$ cat config.mk
export PLATFORM = sky130hd
export DESIGN_NAME = vga_timing_pipeline
export DESIGN_NICKNAME = d
export VERILOG_FILES = /design/src/rtl/vga_pkg.sv /design/src/rtl/vga_delay_line.sv /design/src/rtl/vga_timing_pipeline.sv
export SDC_FILE = /design/constraint.sdc
export NUM_CORES = 1
export LEC_CHECK = 0
export ABC_AREA = 0
export ABC_CLOCK_PERIOD_IN_PS = 1800
export CORE_AREA = 2 2 99 101
export DETAILED_ROUTE_END_ITERATION = 7
export DIE_AREA = 0 0 101 103
export MAX_ROUTING_LAYER = met4
export PLACE_DENSITY_LB_ADDON = 0.3
export SLEW_MARGIN = 20
export SYNTH_ARGS = -nofsm -noshare
export SYNTH_HDL_FRONTEND = slang
export SYNTH_SLANG_ARGS = --single-unit
$ cat constraint.sdc
create_clock -name pixel_clk -period 1.8 [get_ports pixel_clk]
set_input_delay 0.36 -clock pixel_clk [delete_from_list [all_inputs] [get_ports pixel_clk]]
set_output_delay 0.36 -clock pixel_clk [all_outputs]
set_load 0.1 [all_outputs]
$ cat src/rtl/vga_pkg.sv
// vga_pkg: default 640x480@60 timing, colour bundle type and test-bar table.
// Shared by vga_timing_pipeline (VGA_TEST_PATTERN_EN enables the bar table use).
package vga_pkg;

    localparam int unsigned VGA_H_ACTIVE      = 640;
    localparam int unsigned VGA_H_FP          = 16;
    localparam int unsigned VGA_H_SYNC        = 96;
    localparam int unsigned VGA_H_BP          = 48;

    localparam int unsigned VGA_V_ACTIVE      = 480;
    localparam int unsigned VGA_V_FP          = 10;
    localparam int unsigned VGA_V_SYNC        = 2;
    localparam int unsigned VGA_V_BP          = 33;

    localparam int unsigned VGA_COLOR_BITS    = 4;
    localparam int unsigned VGA_PIXEL_LATENCY = 1;

    typedef struct packed {
        logic [VGA_COLOR_BITS-1:0] red;
        logic [VGA_COLOR_BITS-1:0] green;
        logic [VGA_COLOR_BITS-1:0] blue;
    } vga_rgb_t;

    // Channel enables {r,g,b} per bar, index 0 = leftmost (white .. black)
    localparam logic [7:0][2:0] VGA_BAR_MASK = {
        3'b000, 3'b001, 3'b100, 3'b101,
        3'b010, 3'b011, 3'b110, 3'b111
    };

endpackage

$ cat src/rtl/vga_delay_line.sv
// vga_delay_line: DEPTH-stage shift register, synchronous active-high clear.
// Realigns the sync/active flags with drawer data that arrives DEPTH cycles late.
module vga_delay_line #(
    parameter int unsigned WIDTH = 1,
    parameter int unsigned DEPTH = 1
) (
    input  logic             clk,
    input  logic             reset,
    input  logic [WIDTH-1:0] din,
    output logic [WIDTH-1:0] dout
);

    logic [DEPTH-1:0][WIDTH-1:0] sr_q;
    logic [DEPTH-1:0][WIDTH-1:0] sr_d;

    always_comb begin
        sr_d    = sr_q;
        sr_d[0] = din;
        for (int i = 1; i < int'(DEPTH); i++) begin
            sr_d[i] = sr_q[i-1];
        end
    end

    always_ff @(posedge clk) begin
        if (reset) begin
            sr_q <= '0;
        end else begin
            sr_q <= sr_d;
        end
    end

    assign dout = sr_q[DEPTH-1];

endmodule

$ cat src/rtl/vga_timing_pipeline.sv
// vga_timing_pipeline: h/v counters, drawer request, latency-matched sync/colour pins.
// Defining VGA_TEST_PATTERN_EN adds input tp_sel and an internal 8-bar test pattern.
module vga_timing_pipeline
    import vga_pkg::*;
#(
    parameter int unsigned H_ACTIVE      = VGA_H_ACTIVE,
    parameter int unsigned H_FP          = VGA_H_FP,
    parameter int unsigned H_SYNC        = VGA_H_SYNC,
    parameter int unsigned H_BP          = VGA_H_BP,
    parameter int unsigned V_ACTIVE      = VGA_V_ACTIVE,
    parameter int unsigned V_FP          = VGA_V_FP,
    parameter int unsigned V_SYNC        = VGA_V_SYNC,
    parameter int unsigned V_BP          = VGA_V_BP,
    parameter bit          H_SYNC_POL    = 1'b0,
    parameter bit          V_SYNC_POL    = 1'b0,
    parameter int unsigned COLOR_BITS    = VGA_COLOR_BITS,
    parameter int unsigned PIXEL_LATENCY = VGA_PIXEL_LATENCY
) (
    input  logic                  pixel_clk,
    input  logic                  reset,
    output logic [15:0]           req_col,
    output logic [15:0]           req_row,
    output logic                  req_active,
    output logic                  frame_start,
    output logic                  line_start,
    input  logic [COLOR_BITS-1:0] pix_red,
    input  logic [COLOR_BITS-1:0] pix_green,
    input  logic [COLOR_BITS-1:0] pix_blue,
`ifdef VGA_TEST_PATTERN_EN
    input  logic                  tp_sel,
`endif
    output logic                  hsync,
    output logic                  vsync,
    output logic [COLOR_BITS-1:0] vga_red,
    output logic [COLOR_BITS-1:0] vga_green,
    output logic [COLOR_BITS-1:0] vga_blue
);

    localparam int unsigned H_TOTAL = H_ACTIVE + H_FP + H_SYNC + H_BP;
    localparam int unsigned V_TOTAL = V_ACTIVE + V_FP + V_SYNC + V_BP;

    localparam logic [15:0] H_LAST   = 16'(H_TOTAL - 1);
    localparam logic [15:0] V_LAST   = 16'(V_TOTAL - 1);
    localparam logic [15:0] H_VIS    = 16'(H_ACTIVE);
    localparam logic [15:0] V_VIS    = 16'(V_ACTIVE);
    localparam logic [15:0] HS_FIRST = 16'(H_ACTIVE + H_FP);
    localparam logic [15:0] HS_LAST  = 16'(H_ACTIVE + H_FP + H_SYNC - 1);
    localparam logic [15:0] VS_FIRST = 16'(V_ACTIVE + V_FP);
    localparam logic [15:0] VS_LAST  = 16'(V_ACTIVE + V_FP + V_SYNC - 1);

`ifdef VGA_TEST_PATTERN_EN
    localparam int unsigned DLY_W = 19;
    localparam logic [15:0] BAR_W = 16'(H_ACTIVE / 8);
`else
    localparam int unsigned DLY_W = 3;
`endif

    logic [15:0] h_cnt_q;
    logic [15:0] h_cnt_d;
    logic [15:0] v_cnt_q;
    logic [15:0] v_cnt_d;

    always_comb begin
        h_cnt_d = h_cnt_q + 16'd1;
        v_cnt_d = v_cnt_q;
        if (h_cnt_q == H_LAST) begin
            h_cnt_d = '0;
            if (v_cnt_q == V_LAST) begin
                v_cnt_d = '0;
            end else begin
                v_cnt_d = v_cnt_q + 16'd1;
            end
        end
    end

    logic hs_raw;
    logic vs_raw;

    assign req_col     = h_cnt_q;
    assign req_row     = v_cnt_q;
    assign req_active  = (h_cnt_q < H_VIS) && (v_cnt_q < V_VIS);
    assign line_start  = (h_cnt_q == 16'd0);
    assign frame_start = line_start && (v_cnt_q == 16'd0);
    assign hs_raw      = (h_cnt_q >= HS_FIRST) && (h_cnt_q <= HS_LAST);
    assign vs_raw      = (v_cnt_q >= VS_FIRST) && (v_cnt_q <= VS_LAST);

    logic [DLY_W-1:0] dly_in;
    logic [DLY_W-1:0] dly_out;

`ifdef VGA_TEST_PATTERN_EN
    assign dly_in = {h_cnt_q, hs_raw, vs_raw, req_active};
`else
    assign dly_in = {hs_raw, vs_raw, req_active};
`endif

    // Request-side flags wait here until the drawer's colour for them arrives
    if (PIXEL_LATENCY == 0) begin : g_bypass
        assign dly_out = dly_in;
    end else begin : g_delay
        vga_delay_line #(
            .WIDTH (DLY_W),
            .DEPTH (PIXEL_LATENCY)
        ) u_delay (
            .clk   (pixel_clk),
            .reset (reset),
            .din   (dly_in),
            .dout  (dly_out)
        );
    end

    logic d_hs;
    logic d_vs;
    logic d_act;

    assign d_hs  = dly_out[2];
    assign d_vs  = dly_out[1];
    assign d_act = dly_out[0];

`ifdef VGA_TEST_PATTERN_EN
    logic [15:0] d_col;
    logic [15:0] bar_idx;
    logic [2:0]  bar_mask;

    assign d_col = dly_out[18:3];

    always_comb begin
        bar_idx = d_col / BAR_W;
        if (bar_idx > 16'd7) begin
            bar_idx = 16'd7;
        end
        bar_mask = VGA_BAR_MASK[bar_idx[2:0]];
    end
`endif

    logic                  hsync_q;
    logic                  hsync_d;
    logic                  vsync_q;
    logic                  vsync_d;
    logic [COLOR_BITS-1:0] red_q;
    logic [COLOR_BITS-1:0] red_d;
    logic [COLOR_BITS-1:0] green_q;
    logic [COLOR_BITS-1:0] green_d;
    logic [COLOR_BITS-1:0] blue_q;
    logic [COLOR_BITS-1:0] blue_d;

    always_comb begin
        hsync_d = d_hs ? H_SYNC_POL : ~H_SYNC_POL;
        vsync_d = d_vs ? V_SYNC_POL : ~V_SYNC_POL;
        red_d   = '0;
        green_d = '0;
        blue_d  = '0;
        if (d_act) begin
            red_d   = pix_red;
            green_d = pix_green;
            blue_d  = pix_blue;
`ifdef VGA_TEST_PATTERN_EN
            if (tp_sel) begin
                red_d   = {COLOR_BITS{bar_mask[2]}};
                green_d = {COLOR_BITS{bar_mask[1]}};
                blue_d  = {COLOR_BITS{bar_mask[0]}};
            end
`endif
        end
    end

    always_ff @(posedge pixel_clk) begin
        if (reset) begin
            h_cnt_q <= '0;
            v_cnt_q <= '0;
            hsync_q <= ~H_SYNC_POL;
            vsync_q <= ~V_SYNC_POL;
            red_q   <= '0;
            green_q <= '0;
            blue_q  <= '0;
        end else begin
            h_cnt_q <= h_cnt_d;
            v_cnt_q <= v_cnt_d;
            hsync_q <= hsync_d;
            vsync_q <= vsync_d;
            red_q   <= red_d;
            green_q <= green_d;
            blue_q  <= blue_d;
        end
    end

    assign hsync     = hsync_q;
    assign vsync     = vsync_q;
    assign vga_red   = red_q;
    assign vga_green = green_q;
    assign vga_blue  = blue_q;

endmodule

==> reports/qor.yml, run 1 <==
cts-buffers-inserted: 5
cpPeakStageDelay_ps: 370
synth-edff-count: 0
grt_pass1_wl_mm: 11.0
setup_viol: 3
crit_type: "reg -> out"
yosys_most_used_dff: "dfxtp_1"
cp_slowest_cell: "or3_4"
crit_top_cell: "nor4_4"
finalSetupTns_ps: -1480
drv_cap: 0
endpoint_kind: "primary output"
drive_above_1_share: 0.491
cts_sinks: 49
stdcell_area_um2: 4370
fin_crit_sh: 1.30
overflow: 0
ys_async_sr_fraction: 0
multi_input_area_um2: 1380
dpl_cell_area_um2: 4080
antenna_cells: 0
syn_area_um2: 2300
crit_fanout: 2
dp_hpwl_mm: 5.15
netlist_instances: 257
drt_iter0_drc: 104
clock.fmax_mhz: 428
area_growth_pct: 90.5
peakVddDrop_mv: 0.432
status: "finished, violations left"
drc_errors: 0
grt_pass1_vias: 2302
fin_nets: 390
required_ps: 1440
arrival_ps: 1980
io_buffers: 62
grt_max_degree: 16
synth_nets: 275
total_power_w: 0.00223
yosysWarnings: 0
setup_ws_ps: -535
hold_class: "reg -> reg"
slew_viol_final: 0
dieArea_um2: 10400
register_area_um2: 1080
die_x_um: 101
wl_per_cell_um: 14.2
viasPerCell: 4.76
antenna_found_initial: 0
synth_seq_cells: 49
rows: 36
violations: "negative setup slack"
hold_viol_final: 0
num-fill-cells: 871
timing_worst_slew_pin_value_ps: 594
clockRootBuffer: "clkbuf_8"
cts.htree.levels: 2
rsz0062_at_grt: "true"
drtAntennaViolNets: 0
start_kind: "flip-flop"
vias: 2318
postSynthAreaPerCell_um2: 8.93
path_buf_inv: 1
power_density_nw_per_um2: 510
grt_use_total: 0.136
slew_headroom: 0.603
ys_seq_area_frac: 0.427
clk-insertion-delay-late_ps: 300
pre_cts_ws_ps: -369
clk_pin_slew_ps: 100
top_level_ports: 63
place_congestion: 0.891
leakage_nw: 1.69
cts_buffer_depth: 2
tritoncts: "done"
core_um2: 9460
die_y_um: 103
layout_commonest_cell: "buf_12"
path_delay_family: "simple AND/OR/NAND/NOR gates"
ys_types: 50
cp_cell_sequence: "nor4_4, nand2_2, or3_4, nor4_4, buf_12"
detail_route.wirelength_mm: 6.91
fin_crit_ps: 2340
drtPass1Iterations: 4
layout_common_cells: "buf_12 (50), buf_4 (49), dfxtp_4 (23)"
skew_ps: 12.2
initial_utilization: 0.243
==> cell families (layout without fill, tap and decap cells) <==
logic type                 Yosys count  in the layout  synth area share
AOI/OAI and AO/OA                   41             41             0.135
xor gates and xnor gates            11             11            0.0420
adders and majority gates            4              4            0.0218
buffers and inverters               30            146            0.0550
DFF                                 49             49             0.427
muxes                                2              2           0.00872
and+or+nand+nor                    120            120             0.311
==> per-layer routing <==
layer  track usage  share of wire  up-vias
met5             -              0        -
met4        0.0301         0.0082        0
met3        0.0312          0.049        4
met2         0.221           0.49       64
met1         0.174           0.45     1075
li1              -              -     1175
==> repair_timing <==
action | in CTS | in global routing
gates cloned | 0 | 1
buffers inserted | 2 | 6
resized for setup | 7 | 20
setup endpoints to repair | 9 | 29
pin swaps | 8 | 10
hold buffers | 0 | 0
==> synth_stat cells, drive strengths merged, types with 4 or more instances <==
master   n  share of area
dfxtp   49           0.43
nand2   21          0.034
nand3   17          0.044
and2    16          0.044
inv     16          0.026
nor2    16          0.026
clkbuf   9          0.015
nand4    8          0.025
nor3     8          0.017
xnor2    8          0.031
nor4     7          0.026
o31ai    7          0.023
a32oi    6          0.023
and4     6          0.023
a21oi    5          0.011
buf      5          0.014
o21ai    5          0.011
ha       4          0.022
or3      4          0.014
or4      4          0.013
==> worst paths after layout <==
| kind | from | slack [ps] | endpoint | cells after the start |
|---|---|---|---|---|
| worst max-delay path | req_row[15] | -540 | frame_start | 5 |
| worst min-delay path | g_delay.u_delay.dout[1] | 370 | vsync | 1 |
| worst max register to register | req_col[1] | 0 | req_row[12] | 6 |
| worst min register to register | g_delay.u_delay.dout[1] | 370 | vsync | 1 |
==> state kept, by name, summed over array words and instances (netlist names) <==
| signal | cells |
|---|---|
| hsync | 1 |
| vsync | 1 |
| vga_green | 4 |
| g_delay.u_delay.dout | 3 |
| vga_blue | 4 |
| req_row | 16 |
| vga_red | 4 |
| req_col | 16 |
==> report_power, final <==
part | leakage [nW] | internal (W) | switching (W)
logic | 1.22 | 0.000164 | 0.000252
clock network | 0.0536 | 0.000362 | 0.000373
registers | 0.420 | 0.00107 | 0.0000112
==> per-stage QoR <==
stage	hold WS (ps)	utilization	cells
floorplan	343	-	257
global placement	354	0.431	470
detailed placement	352	0.431	470
CTS	370	0.446	480
global route	397	0.462	487
finish	371	0.462	487
==> final cells by class <==
| type | count | share of cell area |
|---|---|---|
| clock inverter | 1 | 0.00200 |
| inverter | 16 | 0.0143 |
| multi-input combinational | 178 | 0.315 |
| sequential | 49 | 0.247 |
| timing repair buffer | 122 | 0.367 |
| clock buffer | 7 | 0.0223 |
| tap | 114 | 0.0326 |
Note: power is estimated with default switching activity, not from simulation.
==> run 2, diff against run 1 <==
- REMOVE_ABC_BUFFERS: unset -> 1
==> reports/qor.yml, run 2 (synthesized netlist as in run 1, its figures left out) <==
status: "finished, violations left"
violations: "negative setup slack"
start_kind: "flip-flop"
grt_pass1_vias: 2328
crit_type: "reg -> out"
fin_nets: 412
clockRootBuffer: "clkbuf_8"
antenna_found_initial: 0
total_power_w: 0.00221
grt_pass1_wl_mm: 11.2
drc_errors: 0
reg2reg_slack_ps: -20
rsz0062_at_grt: "true"
grt_max_degree: 17
num-fill-cells: 876
fin_crit_ps: 2320
peakVddDrop_mv: 0.469
die_x_um: 101
clk_pin_slew_ps: 100
hold_class: "reg -> reg"
endpoint_kind: "primary output"
drtPass1Iterations: 5
multi_input_area_um2: 1430
arrival_ps: 1960
cp_slowest_cell: "dfxtp_2"
place_congestion: 0.851
setup_viol: 5
die_y_um: 103
postCtsHoldBufs: 0
antenna_cells: 0
setup_ws_ps: -521
grt_use_total: 0.140
clock.fmax_mhz: 431
leakage_nw: 1.77
dp.cells: 491
cp_cell_sequence: "nor4_2, buf_4, nand2_2, or3_4, nor4_2, buf_4, buf_12"
viasPerCell: 4.77
busiest_layer: "met2"
cts-buffers-inserted: 5
grt_util_met2: 0.226
drtAntennaViolNets: 0
skew_ps: 12.2
slew_viol_final: 0
tritoncts: "done"
top_level_ports: 63
initial_utilization: 0.243
drv_cap: 0
register_area_um2: 1000
timing_worst_slew_pin_value_ps: 596
layout_commonest_cell: "buf_4"
overflow: 0
rows: 36
rr_worst_depth: 7
power_density_nw_per_um2: 494
cpPeakStageDelay_ps: 340
drive_above_1_share: 0.489
detail_route.wirelength_mm: 7.21
clk-insertion-delay-late_ps: 310
fin_crit_sh: 1.29
use_met3: 0.0292
required_ps: 1440
drt_iter0_drc: 107
wl_per_cell_um: 14.2
core_um2: 9460
hold_viol_final: 0
io_buffers: 62
vias: 2428
layout_common_cells: "buf_4 (74), buf_12 (49), dfxtp_1 (35)"
hold_depth: 1
dp_hpwl_mm: 5.23
area_growth_pct: 94.7
gr-usage-met1: 0.175
slew_headroom: 0.602
cts_buffer_depth: 2
crit_fanout: 2
fin_cells: 509
cts_sinks: 49
cts.htree.levels: 2
dieArea_um2: 10400
==> run 2: worst paths after layout <==
kind	startpoint	endpoint
setup / recovery	req_row[12]	frame_start
hold / removal	g_delay.u_delay.dout[1]	vsync
setup reg to reg	req_col[13]	req_row[11]
hold reg to reg	g_delay.u_delay.dout[1]	vsync
==> run 2: per-layer routing <==
| layer | wire (µm) | share of wire |
|---|---|---|
| met1 | 3200 | 0.44 |
| met2 | 3590 | 0.50 |
| met3 | 306 | 0.042 |
| met4 | 103 | 0.014 |
| met5 | 0 | 0 |
==> run 2: final cells by class <==
class	instances	area share
Multi-Input combinational cell	179	0.319
Clock inverter	3	0.00504
Tap cell	114	0.0319
Inverter	16	0.0140
Sequential cell	49	0.224
Timing Repair Buffer	143	0.390
Clock buffer	5	0.0154
==> run 2: through the flow <==
stage                     utilization  area, µm²  hold WS (ps)  setup slack [ps]  setup TNS [ps]
after detailed placement        0.425       4020           356              -275           -1520
after CTS                       0.450       4260           379              -567           -1470
after floorplan                     -       2230           343             -3130          -30790
after global placement          0.425       4020           352              -299           -1380
after global routing            0.473       4470           414              -622           -2050
final                           0.473       4470           380              -521           -1410
==> run 2: worst max-delay path: cells and delay by family (launching register included) <==
family                 cells  cell delay (ps)
and+or+nand+nor            4              850
buffers and inverters      3              480
DFF                        1              340
==> run 2: repair_timing <==
| item | in CTS | in global routing |
|---|---|---|
| endpoints found under the setup margin | 18 | 16 |
| pin swaps | 8 | 11 |
| cloned | 1 | 1 |
| resized for setup | 26 | 39 |
| setup buffers | 6 | 3 |
==> run 2: power by group <==
group / switching [W] / internal [W] / total (W)
Clock: 0.000397 / 0.000273 / 0.000670
Combinational: 0.000254 / 0.000174 / 0.000428
Sequential: 0.0000131 / 0.00110 / 0.00111
==> run 3, diff against run 2 <==
- TNS_END_PERCENT: unset -> 50
==> reports/qor.yml, run 3 (synthesized netlist as in run 1, its figures left out) <==
layout_commonest_cell: "buf_4"
num-fill-cells: 877
die_x_um: 101
peakVddDrop_mv: 0.469
worstReg2RegStart: "req_col[13]"
reg2reg_slack_ps: -10
drtPass1Iterations: 4
fin_nets: 411
grt_use_total: 0.140
violations: "negative setup slack"
clk-insertion-delay-late_ps: 310
path_delay_family: "simple AND/OR/NAND/NOR gates"
die_y_um: 103
drv_cap: 0
status: "finished, violations left"
detail_route.wirelength_mm: 7.12
timing_worst_slew_pin_value_ps: 596
slew_headroom: 0.602
clk_pin_slew_ps: 100
setup_viol: 5
cts_sinks: 49
clock.fmax_mhz: 432
hold_end: "vsync"
core_um2: 9460
whs_ps: 380
cpPeakStageDelay_ps: 340
leakage_nw: 1.75
postCtsHoldBufs: 0
overflow: 0
hold_class: "reg -> reg"
cts.htree.levels: 2
fin_crit_ps: 2320
dp_hpwl_mm: 5.23
rr_worst_depth: 7
min_from: "g_delay.u_delay.dout[1]"
multi_input_area_um2: 1400
io_buffers: 62
rows: 36
cp_cell_sequence: "nor4_2, buf_4, nand2_2, or3_4, nor4_2, buf_4, buf_12"
pre_cts_ws_ps: -275
antenna_cells: 0
cts-buffers-inserted: 5
skew_ps: 11.7
drtAntennaViolNets: 0
utilization: 0.468
cts_buffer_depth: 2
grt_pass1_wl_mm: 11.2
drt_iter0_drc: 106
cp_slowest_cell: "or3_4"
hold_viol_final: 0
start_kind: "flip-flop"
r2r_end: "req_row[11]"
fin_crit_sh: 1.29
area_growth_pct: 93.0
antenna_found_initial: 0
grt_max_degree: 17
viasPerCell: 4.76
initial_utilization: 0.243
place_congestion: 0.851
slew_viol_final: 0
hold_depth: 1
register_area_um2: 1000
grt_pass1_vias: 2328
power_density_nw_per_um2: 498
crit_type: "reg -> out"
endpoint_kind: "primary output"
clockRootBuffer: "clkbuf_8"
arrival_ps: 1960
finalSetupTns_ps: -1380
crit_fanout: 2
wl_per_cell_um: 14.0
path_buf_inv: 3
tritoncts: "done"
dieArea_um2: 10400
layout_common_cells: "buf_4 (74), buf_12 (49), dfxtp_1 (35)"
rsz0062_at_grt: "true"
vias: 2418
drc_errors: 0
top_level_ports: 63
drive_above_1_share: 0.485
required_ps: 1440
setup_ws_ps: -517
==> run 3: changes by cell type in the layout (fill, tap and decap cells not counted) <==
| cell | change |
|---|---|
| nand3_4 | -1 |
| or4_4 | -1 |
| nor3_2 | +1 |
| a41oi_2 | +1 |
| nor3_4 | -1 |
| buf_6 | -1 |
| a41oi_4 | -1 |
| or4_1 | +1 |
| nand3_2 | +1 |
==> run 3: what timing repair did <==
| item | in CTS | in global routing |
|---|---|---|
| endpoints found under the hold margin | 0 | 0 |
| pin swaps | 8 | 7 |
| buffers inserted | 6 | 3 |
| endpoints found under the setup margin | 18 | 16 |
| gates resized for setup | 26 | 32 |
| gates cloned | 1 | 0 |
==> run 3: layout make-up <==
cell class,instances,share of cell area
Clock buffer,5,0.0155
Clock inverter,3,0.00508
Inverter,16,0.0141
Multi-Input combinational cell,179,0.315
Sequential cell,49,0.226
Tap cell,114,0.0322
Timing Repair Buffer,142,0.391
==> run 3: power by group <==
group	switching, W	internal, W	leakage (nW)	total, W
clock network	0.000396	0.000273	0.0364	0.000669
logic	0.000253	0.000171	1.31	0.000425
registers	0.0000131	0.00110	0.405	0.00111
==> run 3: per-layer routing <==
metal,part of all wire,vias to the layer above,global-route usage
li1,-,1210,-
met1,0.44,1142,0.175
met2,0.50,55,0.226
met3,0.042,11,0.0292
met4,0.015,0,0.0457
met5,0,-,-
==> run 3: how the worst max path moves through the flow <==
stage | startpoint | to | cells past startpoint
after global routing | req_row[12] | frame_start | 7
after global placement | req_row[15] | frame_start | 7
after detailed placement | req_row[15] | frame_start | 7
final | req_row[12] | frame_start | 7
after CTS | req_row[15] | frame_start | 7
after floorplan | req_row[10] | g_delay.u_delay.dout[0] | 4
==> run 3: worst register-to-register path, stage by stage, from the launching register on <==
cell,delay [ps]
dfxtp_2,340
buf_6,130
nor4_4,280
buf_4,190
nand4_4,130
or3b_4,450
buf_6,120
o32ai_2,80
==> run 3: through the flow <==
step	instance area [µm²]	power [W]	std cells
after detailed placement	4020	0.00155	491
after CTS	4260	0.00222	505
final	4430	0.00221	508
after global placement	4020	0.00155	491
after floorplan	2230	0.00135	243
after global routing	4430	0.00229	508
